**config.mk**
```make
export PLATFORM = sky130hd
export DESIGN_NAME = pcm_frame_scheduler_flat
export DESIGN_NICKNAME = d
export VERILOG_FILES = /design/src/rtl/pcm_frame_scheduler_if.sv /design/src/rtl/pcm_frame_scheduler.sv /design/src/flat_wrapper.sv
export SDC_FILE = /design/constraint.sdc
export NUM_CORES = 1
export LEC_CHECK = 0
export CORE_MARGIN = 2
export CORE_UTILIZATION = 60
export DETAILED_ROUTE_END_ITERATION = 10
export PLACE_DENSITY = 0.88
export RECOVER_POWER = 50
export SETUP_SLACK_MARGIN = 0.1
export SLEW_MARGIN = 20
export SYNTH_ARGS = -nofsm -noshare
export SYNTH_HDL_FRONTEND = slang
export SYNTH_SLANG_ARGS = --single-unit
```
**constraint.sdc**
```tcl
create_clock -name bit_clock_in -period 3.6 [get_ports bit_clock_in]
set_input_delay 0.36 -clock bit_clock_in [delete_from_list [all_inputs] [get_ports bit_clock_in]]
set_output_delay 0.36 -clock bit_clock_in [all_outputs]
set_load 0.05 [all_outputs]
```
**src/rtl/pcm_frame_scheduler_if.sv**
```systemverilog
// Stereo sample bus between the tracker mixer, the frame scheduler and the PCM serializer.
// Ports: src_left/src_right/src_valid/src_ready carry producer pairs into the scheduler;
//        pcm_data_left/pcm_data_right/pcm_data_valid carry the frame pair out to the serializer.
interface pcm_frame_scheduler_if;
    logic [15:0] src_left;
    logic [15:0] src_right;
    logic        src_valid;
    logic        src_ready;
    logic [15:0] pcm_data_left;
    logic [15:0] pcm_data_right;
    logic        pcm_data_valid;

    // Environment side: drives producer pairs, observes the serializer outputs.
    modport master (
        output src_left, src_right, src_valid,
        input  src_ready,
        input  pcm_data_left, pcm_data_right, pcm_data_valid
    );

    // Scheduler side.
    modport slave (
        input  src_left, src_right, src_valid,
        output src_ready,
        output pcm_data_left, pcm_data_right, pcm_data_valid
    );
endinterface

```
**src/rtl/pcm_frame_scheduler.sv**
```systemverilog
// Frame-level scheduler for the stereo PCM serializer: buffers producer pairs in a small FIFO and
// presents one pair per frame, held stable across the serializer load edge.
// Ports: bit_clock_in/rst_active_high (async, active-high), enable, bus (slave: src_* in, pcm_data_* out),
//        frame_strobe (load cycle), fifo_level, underrun_count (saturating), running (RUN state).
module pcm_frame_scheduler #(
    parameter int FRAME_BITS       = 32,
    parameter int FIFO_DEPTH       = 4,
    parameter int PRIME_LEVEL      = 2,
    parameter int MUTE_ON_UNDERRUN = 1
) (
    input  logic                               bit_clock_in,
    input  logic                               rst_active_high,
    input  logic                               enable,
    pcm_frame_scheduler_if.slave               bus,
    output logic                               frame_strobe,
    output logic [$clog2(FIFO_DEPTH+1)-1:0]    fifo_level,
    output logic [7:0]                         underrun_count,
    output logic                               running
);
    localparam int CW = $clog2(FRAME_BITS);
    localparam int PW = $clog2(FIFO_DEPTH);
    localparam int LW = $clog2(FIFO_DEPTH + 1);

    typedef enum logic [1:0] {IDLE = 2'd0, PRIME = 2'd1, RUN = 2'd2} state_t;

    state_t          state_q, state_d;
    logic [CW-1:0]   frame_cnt;
    logic [PW-1:0]   wr_ptr, rd_ptr;
    logic [LW-1:0]   level;
    logic [31:0]     mem [FIFO_DEPTH];
    logic [15:0]     out_left, out_right;
    logic            out_valid;
    logic [7:0]      urun_cnt;

    logic boundary, pop_edge, flush, push, pop, underrun, ready;

    // frame_cnt runs in every state so it stays in lock-step with the serializer bit counter;
    // FRAME_BITS is a power of two, so the natural wrap gives FRAME_BITS-1 -> 0.
    always_ff @(posedge bit_clock_in or posedge rst_active_high) begin
        if (rst_active_high) frame_cnt <= '0;
        else                 frame_cnt <= frame_cnt + CW'(1);
    end

    assign boundary = (frame_cnt == CW'(FRAME_BITS - 1));
    assign pop_edge = (frame_cnt == '0);

    assign ready    = (state_q != IDLE) && (level < LW'(FIFO_DEPTH));
    // A flushing boundary edge discards any simultaneous push.
    assign flush    = boundary && !enable;
    assign push     = bus.src_valid && ready && !flush;
    // No bypass: a pair pushed on the pop edge is not visible to that pop.
    assign pop      = (state_q == RUN) && pop_edge && (level != '0);
    assign underrun = (state_q == RUN) && pop_edge && (level == '0);

    always_comb begin
        state_d = state_q;
        if (boundary) begin
            if (!enable)
                state_d = IDLE;
            else if (state_q == IDLE)
                state_d = PRIME;
            else if (state_q == PRIME && level >= LW'(PRIME_LEVEL))
                state_d = RUN;
        end
    end

    // Storage carries no reset; occupancy is tracked by the pointers and level.
    always_ff @(posedge bit_clock_in) begin
        if (push) mem[wr_ptr] <= {bus.src_left, bus.src_right};
    end

    always_ff @(posedge bit_clock_in or posedge rst_active_high) begin
        if (rst_active_high) begin
            state_q   <= IDLE;
            wr_ptr    <= '0;
            rd_ptr    <= '0;
            level     <= '0;
            out_left  <= '0;
            out_right <= '0;
            out_valid <= 1'b0;
            urun_cnt  <= '0;
        end else begin
            state_q <= state_d;
            if (flush) begin
                wr_ptr    <= '0;
                rd_ptr    <= '0;
                level     <= '0;
                out_left  <= '0;
                out_right <= '0;
                out_valid <= 1'b0;
            end else begin
                if (push) wr_ptr <= wr_ptr + PW'(1);
                if (pop) begin
                    rd_ptr                <= rd_ptr + PW'(1);
                    {out_left, out_right} <= mem[rd_ptr];
                    out_valid             <= 1'b1;
                end
                if (underrun) begin
                    if (urun_cnt != 8'hFF) urun_cnt <= urun_cnt + 8'd1;
                    // Muting lets the serializer shift zeros; otherwise the last pair repeats.
                    if (MUTE_ON_UNDERRUN != 0) out_valid <= 1'b0;
                end
                case ({push, pop})
                    2'b10:   level <= level + LW'(1);
                    2'b01:   level <= level - LW'(1);
                    default: level <= level;
                endcase
            end
        end
    end

    assign bus.src_ready      = ready;
    assign bus.pcm_data_left  = out_left;
    assign bus.pcm_data_right = out_right;
    assign bus.pcm_data_valid = out_valid;
    assign frame_strobe       = boundary;
    assign fifo_level         = level;
    assign underrun_count     = urun_cnt;
    assign running            = (state_q == RUN);
endmodule

```
**src/flat_wrapper.sv**
```systemverilog
// flat-port wrapper written by rule: the top's interface ports become plain ports
module pcm_frame_scheduler_flat 
#(
    parameter int FRAME_BITS       = 32,
    parameter int FIFO_DEPTH       = 4,
    parameter int PRIME_LEVEL      = 2,
    parameter int MUTE_ON_UNDERRUN = 1
)
  (bit_clock_in, rst_active_high, enable, frame_strobe, fifo_level, underrun_count, running, bus_src_left, bus_src_right, bus_src_valid, bus_src_ready, bus_pcm_data_left, bus_pcm_data_right, bus_pcm_data_valid);
  pcm_frame_scheduler_if bus_i ();
  input  logic bit_clock_in;
  input  logic rst_active_high;
  input  logic enable;
  output logic frame_strobe;
  output logic [$clog2(FIFO_DEPTH+1)-1:0] fifo_level;
  output logic [7:0] underrun_count;
  output logic running;
  input wire logic [$bits(bus_i.src_left)-1:0] bus_src_left;
  input wire logic [$bits(bus_i.src_right)-1:0] bus_src_right;
  input wire logic [$bits(bus_i.src_valid)-1:0] bus_src_valid;
  output wire logic [$bits(bus_i.src_ready)-1:0] bus_src_ready;
  output wire logic [$bits(bus_i.pcm_data_left)-1:0] bus_pcm_data_left;
  output wire logic [$bits(bus_i.pcm_data_right)-1:0] bus_pcm_data_right;
  output wire logic [$bits(bus_i.pcm_data_valid)-1:0] bus_pcm_data_valid;
  assign bus_i.src_left = bus_src_left;
  assign bus_i.src_right = bus_src_right;
  assign bus_i.src_valid = bus_src_valid;
  assign bus_src_ready = bus_i.src_ready;
  assign bus_pcm_data_left = bus_i.pcm_data_left;
  assign bus_pcm_data_right = bus_i.pcm_data_right;
  assign bus_pcm_data_valid = bus_i.pcm_data_valid;
  pcm_frame_scheduler #(.FRAME_BITS(FRAME_BITS), .FIFO_DEPTH(FIFO_DEPTH), .PRIME_LEVEL(PRIME_LEVEL), .MUTE_ON_UNDERRUN(MUTE_ON_UNDERRUN)) u_core (.bit_clock_in(bit_clock_in), .rst_active_high(rst_active_high), .enable(enable), .bus(bus_i), .frame_strobe(frame_strobe), .fifo_level(fifo_level), .underrun_count(underrun_count), .running(running));
endmodule
```
==> out/metrics.csv <==
metric,value,unit
CTS Buffer Depth,2,
TritonRoute pass-1 iters,8,
CP most frequent cell,ha_1,
die height,113,um
Fin. Hold Viols,0,
Reg2Reg Depth,6,
violated checks,"design-rule violations, max-capacitance violations, max-slew violations",
hold_ws,478,ps
startpoint types,register,
asr flop ratio synth,30.1,%
Main synth FF type,edfxtp_1,
post-synth cell types,41,
worst reg2reg endpoint,u_core.bus.pcm_data_right[14],
number of synthesized flops with an enable pin,128,
RSZ-0062 raised after global routing,false,
H-tree Lvls,4,
Critical path origin,u_core.frame_cnt[1],
Post-Syn Area,7130,um2
fin crit period,2890,ps
routability cong.,0.799,
routed length per instance,21.0,um
Initial DRC Count,436,
Worst Skew,9.81,ps
fin crit share,80.3,%
Final Slew Violations,78,
vias per cell,5.96,
sequential area share after synthesis,73.2,%
Syn. warnings,0,
Fin Setup TNS,0,ps
maximum VDD drop,0.402,mV
n_diodes,0,
CP bufs+invs,1,
WS Path Type,register to register,
Worst-Margin Slew,2160,ps
starting density of the core,61.9,%
crit end category,register,
Worst path depth,6,
routed via count,3973,
CTS sink cnt,183,
GRT Overall Usage,22.8,%
R2R Setup Slk,710,ps
# setup viols final,0,
Critical Path RT,3890,ps
top-area cell type share of the netlist area,53.9,%
"Reg clk slew, reported paths",70,ps
Syn-to-layout area delta,21.0,%
leakage,3.15,nW
worst skew pair latency,420,ps
Antenna Violating Nets Remaining,0,
CORE AREA,11500,um2
post-CTS setup buffer count,0,
"Largest stage delay, worst path",1220,ps
initial antenna violation count,0,
# hold bufs at CTS,0,
Synth Area per Inst,16.7,um2
I/O Pins,83,
vias in the first global route,4057,
maximum clock rate,346,MHz
"top cells by area, synth","edfxtp_1, dfrtp_1, mux4_2",
nets@finish,556,
max-cap violations,2,
CP Cell Sequence,"ha_1, and3_1, ha_1, nor2b_1, buf_4, a21oi_1",
PortBufs,82,
CP endpoint,u_core.bus.pcm_data_right[14],
post-detail-place hpwl,8220,um
hold path cells,1,
CTS Buf Count,17,
most frequent cells in the layout,"edfxtp_1, nand2_1, dfrtp_1",
CTS root buffer,clkbuf_16,
final wirelength,14000,um
post_cts resized,0,
Die ar.,12800,um2
Mapped Nets,472,
floorplan row count,39,
share of layout cells above drive strength 1,15.3,%
worst r2r src,u_core.frame_cnt[1],
"CP delay by family, top",simple AND/OR/NAND/NOR gates,
Mapped Cells,427,
"slowest stage cell, crit path",nor2b_1,
grt ovf,0,
leading area contributor after synthesis,edfxtp_1,
#FFs+latches synth,183,
first-pass GRT wire length,21500,um
width of the die,113,um
Worst Path Max Fanout,22,
hold crit path type,register to register,
"commonest non-fill, non-tap cell in the layout",edfxtp_1,
Critical Path AT,3190,ps
CTS tree,done,
largest net degree at the start of global routing,56,
Slew headroom,-44.2,%
DRC Markers,6,
Cell Pwr Density,634,nW/um2
status,"complete, but fails checks",
[Yosys cell counts, types with 2 or more instances]
library cell and count:
a21oi_1 38, and3_1 5, buf_2 8, clkbuf_1 12
dfrtp_1 55, edfxtp_1 128, ha_1 8, inv_1 9
mux2_2 4, mux4_2 32, nand2_1 70, nand3_1 4
nand4_1 3, nor2_1 11, nor3_1 5, o21ai_0 2
xnor2_1 4, xor2_1 6
[state kept, by name (all words and copies together), names as in the netlist]
register / count
u_core.fifo_level: 3
u_core.bus.pcm_data_left: 16
u_core.frame_cnt: 5
u_core.rd_ptr: 2
u_core.wr_ptr: 2
u_core.bus.pcm_data_right: 16
u_core.mem: 128
u_core.underrun_count: 8
u_core.bus.pcm_data_valid: 1
u_core.state_q: 2
[worst min path at each step]
stage	from	end	slack, ps
after floorplan	u_core.frame_cnt[0]	u_core.frame_cnt[0]	440
after global placement	u_core.frame_cnt[0]	u_core.frame_cnt[0]	450
after detailed placement	u_core.frame_cnt[0]	u_core.frame_cnt[0]	480
after CTS	rst_active_high	u_core.bus.pcm_data_left[0]	440
after global routing	u_core.frame_cnt[0]	u_core.frame_cnt[0]	490
final	u_core.frame_cnt[0]	u_core.frame_cnt[0]	480
[layer usage]
layer | vias up | wire [um] | GRT usage, %
met5 | - | 0 | 0
met1 | 2028 | 5610 | 29.4
met2 | 160 | 7330 | 37.6
met3 | 25 | 766 | 5.36
met4 | 0 | 316 | 10.1
li1 | 1760 | - | -
[through the flow]
step | util (%) | cell area, um2 | instances | power, mW | setup slack (ps)
2_1_floorplan | - | 7130 | 427 | 3.41 | 861
3_3_place_gp | 70.2 | 8080 | 635 | 3.73 | 1080
3_5_place_dp | 70.2 | 8090 | 635 | 3.78 | 990
4_1_cts | 75.0 | 8640 | 667 | 5.52 | 958
5_1_grt | 74.9 | 8630 | 667 | 5.65 | 443
6_report | 74.9 | 8630 | 667 | 5.47 | 708
[cells by family after synthesis]
kind of cell | count (synthesis) | share of synthesized area, %
flip-flops | 183 | 73.2
multiplexers | 37 | 10.9
adder cells (fa/ha/maj) | 9 | 1.68
XOR/XNOR | 11 | 1.54
AO/OA/AOI/OAI | 47 | 3.60
buffers and inverters | 30 | 1.77
AND/OR/NAND/NOR | 110 | 7.32
[power breakdown]
group          switching, mW  internal, mW
clock network          0.733          1.01
logic                  0.633         0.427
registers              0.159          2.51
total                   1.52          3.95
[area by class of cell]
cell class	instances	area, um2
Fill cell	652	2890
Tap cell	143	179
Clock buffer	22	444
Sequential cell	183	5220
Timing Repair Buffer	86	851
Clock inverter	10	106
Inverter	9	33.8
Multi-Input combinational cell	214	1790
Note: power is estimated with default switching activity, not from simulation.
